<file path="config.mk">
export PLATFORM = sky130hd
export DESIGN_NAME = lb_switch_ctl
export DESIGN_NICKNAME = d
export VERILOG_FILES = /design/src/rtl/lb_switch_ctl.sv
export SDC_FILE = /design/constraint.sdc
export NUM_CORES = 1
export LEC_CHECK = 0
export CORE_ASPECT_RATIO = 1.75
export CORE_MARGIN = 4
export CORE_UTILIZATION = 25
export CTS_CLUSTER_SIZE = 24
export DETAILED_ROUTE_END_ITERATION = 6
export GPL_TIMING_DRIVEN = 0
export PLACE_DENSITY_LB_ADDON = 0.15
export SLEW_MARGIN = 20
export SYNTH_ARGS = -nofsm -noshare
export SYNTH_HDL_FRONTEND = slang
export SYNTH_SLANG_ARGS = --single-unit
</file>
<file path="constraint.sdc">
create_clock -name clk_tx -period 2 [get_ports clk_tx]
set_input_delay 0.4 -clock clk_tx [delete_from_list [all_inputs] [get_ports clk_tx]]
set_output_delay 0.4 -clock clk_tx [all_outputs]
set_load 0.02 [all_outputs]
</file>
<file path="src/rtl/lb_switch_ctl.sv">
// Loopback switch controller for the transmit pin.
// Moves txd_o between the normal UART path and the raw rxd loopback path,
// but only after the transmitter has drained and rxd has been idle (mark)
// for IDLE_CYCLES consecutive synchronized samples. While changing over,
// txd_o is parked at mark so the far end never sees a partial character.
module lb_switch_ctl #(
  parameter logic [15:0] IDLE_CYCLES = 16'd8680
) (
  input  logic       clk_tx,
  input  logic       rst_clk_tx_n,
  input  logic       lb_req_i,
  input  logic       tx_busy_i,
  input  logic       txd_tx,
  input  logic       rxd_i,
  output logic       tx_pause_o,
  output logic       lb_active_o,
  output logic [2:0] state_o,
  output logic       txd_o
);

  localparam int unsigned CNT_W = $clog2(32'(IDLE_CYCLES) + 32'd1);
  localparam logic [CNT_W-1:0] CNT_MAX   = CNT_W'(IDLE_CYCLES);
  localparam logic [CNT_W-1:0] CNT_QUIET = CNT_W'(IDLE_CYCLES - 16'd1);
  localparam logic [CNT_W-1:0] CNT_ONE   = CNT_W'(1);

  typedef enum logic [2:0] {
    NORM      = 3'd0,
    DRAIN     = 3'd1,
    QUIET_IN  = 3'd2,
    LOOP      = 3'd3,
    QUIET_OUT = 3'd4
  } state_t;

  state_t           state_r;
  state_t           state_nx_s;
  logic [CNT_W-1:0] cnt_r;
  logic             rxd_meta_r;
  logic             rxd_s;
  logic             quiet_s;
  logic             enter_quiet_s;
  logic             pause_nx_s;
  logic             active_nx_s;
  logic             mark_nx_s;
  logic             pause_r;
  logic             active_r;
  logic             mark_r;

  // rxd is only ever judged idle after it has been synchronized and held
  // high for the full window; the last count before saturation marks quiet.
  assign quiet_s = (cnt_r == CNT_QUIET) && rxd_s;

  // Next-state selection; a dropped request always wins over progress.
  always_comb begin
    state_nx_s = state_r;
    case (state_r)
      NORM: begin
        if (lb_req_i) state_nx_s = DRAIN;
        else          state_nx_s = NORM;
      end
      DRAIN: begin
        if (!lb_req_i)      state_nx_s = NORM;
        else if (!tx_busy_i) state_nx_s = QUIET_IN;
        else                state_nx_s = DRAIN;
      end
      QUIET_IN: begin
        if (!lb_req_i)   state_nx_s = NORM;
        else if (quiet_s) state_nx_s = LOOP;
        else             state_nx_s = QUIET_IN;
      end
      LOOP: begin
        if (!lb_req_i) state_nx_s = QUIET_OUT;
        else           state_nx_s = LOOP;
      end
      QUIET_OUT: begin
        if (lb_req_i)    state_nx_s = LOOP;
        else if (quiet_s) state_nx_s = NORM;
        else             state_nx_s = QUIET_OUT;
      end
      default: state_nx_s = NORM;
    endcase
  end

  // Output decode of the upcoming state so the outputs come straight from flops.
  always_comb begin
    pause_nx_s    = 1'b1;
    active_nx_s   = 1'b0;
    mark_nx_s     = 1'b0;
    enter_quiet_s = 1'b0;
    case (state_nx_s)
      NORM:      pause_nx_s  = 1'b0;
      DRAIN:     mark_nx_s   = 1'b0;
      QUIET_IN:  mark_nx_s   = 1'b1;
      LOOP:      active_nx_s = 1'b1;
      QUIET_OUT: mark_nx_s   = 1'b1;
      default:   pause_nx_s  = 1'b0;
    endcase
    if ((state_nx_s != state_r) &&
        ((state_nx_s == QUIET_IN) || (state_nx_s == QUIET_OUT))) begin
      enter_quiet_s = 1'b1;
    end else begin
      enter_quiet_s = 1'b0;
    end
  end

  // Two-flop synchronizer for the asynchronous rxd pin (idle detection only).
  always_ff @(posedge clk_tx or negedge rst_clk_tx_n) begin
    if (!rst_clk_tx_n) begin
      rxd_meta_r <= 1'b1;
      rxd_s      <= 1'b1;
    end else begin
      rxd_meta_r <= rxd_i;
      rxd_s      <= rxd_meta_r;
    end
  end

  // Idle counter: restarts on quiet-state entry or any low sample, saturates.
  always_ff @(posedge clk_tx or negedge rst_clk_tx_n) begin
    if (!rst_clk_tx_n) begin
      cnt_r <= '0;
    end else if (enter_quiet_s || !rxd_s) begin
      cnt_r <= '0;
    end else if (cnt_r != CNT_MAX) begin
      cnt_r <= cnt_r + CNT_ONE;
    end else begin
      cnt_r <= cnt_r;
    end
  end

  // State register together with its registered output controls.
  always_ff @(posedge clk_tx or negedge rst_clk_tx_n) begin
    if (!rst_clk_tx_n) begin
      state_r  <= NORM;
      pause_r  <= 1'b0;
      active_r <= 1'b0;
      mark_r   <= 1'b0;
    end else begin
      state_r  <= state_nx_s;
      pause_r  <= pause_nx_s;
      active_r <= active_nx_s;
      mark_r   <= mark_nx_s;
    end
  end

  // Pin mux: raw rxd in loopback so echoed data sees no added latency.
  always_comb begin
    if (active_r) begin
      txd_o = rxd_i;
    end else if (mark_r) begin
      txd_o = 1'b1;
    end else begin
      txd_o = txd_tx;
    end
  end

  assign tx_pause_o  = pause_r;
  assign lb_active_o = active_r;
  assign state_o     = state_r;

endmodule

</file>
==> impl_metrics.py <==
metrics = {
    "worst_setup_path": {
        "cp-end-kind": "flip-flop",
        "slowest_stage": "or4b_4",
        "crit_buf_inv": 0,
        "startpoint": "cnt_r[11]$_DFFE_PN0P_",
        "cp_slowest_stage_delay_ns": 0.60,
        "worstReg2RegStart": "cnt_r[11]$_DFFE_PN0P_",
        "path_cells": "or4b_4, nor4_4, a2bb2oi_1, nor2_1",
        "timing.rr.end": "state_o[2]$_DFF_PN0_",
        "critical_path_cell_count": 4,
        "crit_required_ns": 2.14,
        "path_max_fanout": 5,
        "rrSetupSlack_ns": 0.19,
        "reg2regPathDepth": 4,
        "critical_path_arrival_ns": 1.95,
        "critPathLaunchType": "flip-flop",
        "critical_path.top_delay_family": "simple AND/OR/NAND/NOR gates",
        "crit_type": "flip-flop to flip-flop",
        "endpoint": "state_o[2]$_DFF_PN0_",
    },
    "route": {
        "wl_um": 2390,
        "vias": 867,
        "firstDrtPassIters": 4,
        "viasPerCell": 4.79,
        "post_drt_wl_per_cell_um": 13.2,
        "drtIter0Drc": 9,
        "remaining_drc_errors": 0,
        "ant_nets": 0,
    },
    "sta": {
        "rsz0062_at_grt": "no",
        "timing.hold.ws_ns": 0.0924,
        "max_freq_ghz": 0.553,
        "timing.final.crit_share_pct": 90.5,
        "worstMarginPinSlew_ns": 0.501,
        "fin_skew_ns": 0.00476,
        "slew_viol_final": 0,
        "slew_headroom_pct": 66.6,
        "final-setup-viol-count": 0,
        "hold_viol": 0,
        "period_minus_slack_ns": 1.81,
    },
    "cells_and_area": {
        "antennaDiodeCount": 0,
        "layout-drive-gt1-share_pct": 10.0,
        "areaGrowthSynthToFinish_pct": 18.5,
        "layout.nets": 139,
        "fin_area_mm2": 0.00137,
        "final_core_util_pct": 30.8,
    },
    "place": {
        "gp_congestion": 0.738,
        "dpl.hpwl_um": 1800,
        "dpl-instance-area_mm2": 0.00132,
        "port_buffers": 10,
    },
    "floorplan": {
        "core_area_mm2": 0.00444,
        "num_rows": 32,
        "io_pins": 12,
        "die_area_mm2": 0.00581,
        "die_h_um": 97.9,
        "start_util_pct": 26.0,
        "die_width_um": 59.4,
    },
    "grt": {
        "grt_overflow": 0,
        "grt_pass1_wl_um": 4280,
        "antenna_found_initial": 0,
        "first_global_vias": 888,
        "grt_max_degree": 23,
        "grt.total_usage_pct": 9.60,
    },
    "worst_hold_path": {
        "hold_class": "input port to asynchronous set/reset pin",
    },
    "logic_synthesis": {
        "yosys-top-cells-count": "dfrtp_1, nor2_1, o21ai_0",
        "syn_area_mm2": 0.00115,
        "ys_ff_latch": 22,
        "ys_seq_area_share_pct": 47.9,
        "yosysMostFrequentCell": "dfrtp_1",
        "syn_nets": 124,
        "yosysTopAreaCell": "dfrtp_1",
        "synth_cell_type_count": 33,
        "ys_top_cells_by_area": "dfrtp_1, nor2_1, dfstp_2",
        "syn_inst": 116,
        "yosys_warnings": 0,
        "synth_edf_count": 0,
        "synth_ff_type": "dfrtp_1",
        "postSynth.asyncResetShare_pct": 100,
        "synth_area_per_cell_um2": 9.94,
        "synth_top_area_share_pct": 43.4,
    },
    "outcome": {
        "status": "finished clean",
    },
    "clock_network": {
        "clock_sinks": 22,
        "clock_path_buffers": 2,
        "post-cts-setup-buffers": 0,
        "path_clk_slew_ns": 0.08,
        "clkLatencyLatePin_ns": 0.26,
        "cts_tree": "built",
        "ctsHtreeMaxLevel": 1,
        "cts_made_buffers": 3,
        "root_buffer": "clkbuf_8",
    },
    "power_and_ir_drop": {
        "p_leak_nw": 0.570,
        "power_density_mw_per_mm2": 685,
        "ir_drop_mv": 0.415,
        "power_w": 0.000937,
    },
    "run": {
        "cap_viol_max_count": 0,
    },
}
-- worst reg2reg max path, stage by stage, from the launching register on --
cell and delay (ns):
dfrtp_1 0.43, or4b_4 0.60, nor4_4 0.41, a2bb2oi_1 0.19
nor2_1 0.05
-- cell families (layout without fill, tap and decap cells) --
kind of cell	count (synthesis)	count (layout)	synth area share (%)
mux	1	1	0.868
flops	22	22	47.9
fa+ha+maj	2	2	2.17
buf+inv	6	20	1.95
compound gates	15	15	7.81
simple gates	58	58	30.2
xor+xnor	12	12	9.11
-- sequential cells by signal, summed over array words and instances (netlist names) --
| signal | count |
|---|---|
| state_o | 3 |
| lb_active_o | 1 |
| tx_pause_o | 1 |
| cnt_r | 14 |
| rxd_s | 1 |
| rxd_meta_r | 1 |
| mark_r | 1 |
-- layer usage --
layer	GRT usage (%)	vias to the layer above	part of all wire (%)
met5	0	-	0
met4	4.71	0	1.2
met3	1.98	2	2.1
met2	15.3	10	53
met1	11.9	426	44
li1	-	429	-
-- cell usage in the layout (no fill, tap or decap), drive strengths merged, types with 3 or more instances in the layout --
| cell | n |
|---|---|
| and2 | 3 |
| clkbuf | 7 |
| clkdlybuf4s50 | 8 |
| dfrtp | 20 |
| inv | 3 |
| nand2 | 6 |
| nand3 | 5 |
| nand4 | 3 |
| nor2 | 19 |
| nor2b | 3 |
| nor3 | 3 |
| nor4 | 3 |
| o21ai | 8 |
| xnor2 | 6 |
| xor2 | 6 |
-- layout make-up --
| class | count | area (um2) |
|---|---|---|
| buffer | 3 | 12.5 |
| clock buffer | 4 | 55.1 |
| fill | 463 | 3080 |
| inverter | 3 | 11.3 |
| multi-input combinational | 88 | 578 |
| sequential | 22 | 553 |
| tap | 51 | 63.8 |
| timing repair buffer | 10 | 93.8 |
-- power breakdown --
group | internal (W) | switching, W
Sequential | 0.000465 | 0.0000214
Combinational | 0.0000558 | 0.0000726
Clock | 0.000175 | 0.000146
-- worst min path at each step --
stage          depth (start not counted)  slack [ns]                    to                 start
2_1_floorplan                          0        0.10  cnt_r[0]$_DFFE_PN0P_          rst_clk_tx_n
5_1_grt                                1        0.12  cnt_r[5]$_DFFE_PN0P_          rst_clk_tx_n
3_3_place_gp                           0        0.35       rxd_s$_DFF_PN1_  rxd_meta_r$_DFF_PN1_
6_report                               1        0.09  cnt_r[6]$_DFFE_PN0P_          rst_clk_tx_n
4_1_cts                                0        0.36       rxd_s$_DFF_PN1_  rxd_meta_r$_DFF_PN1_
3_5_place_dp                           0        0.35       rxd_s$_DFF_PN1_  rxd_meta_r$_DFF_PN1_
-- per-stage QoR --
| stage | TNS [ns] | instances | setup WS [ns] |
|---|---|---|---|
| 5_1_grt | 0 | 181 | 0.00986 |
| 6_report | 0 | 181 | 0.191 |
| 3_3_place_gp | -0.493 | 177 | -0.0619 |
| 3_5_place_dp | -0.564 | 177 | -0.0660 |
| 4_1_cts | 0 | 181 | 0.131 |
| 2_1_floorplan | 0 | 116 | 0.334 |
-- timing repair --
item,CTS,global route
gates resized for setup,1,2
setup endpoints to repair,1,10
hold buffers,0,0
(Power assumes the default switching activity.)
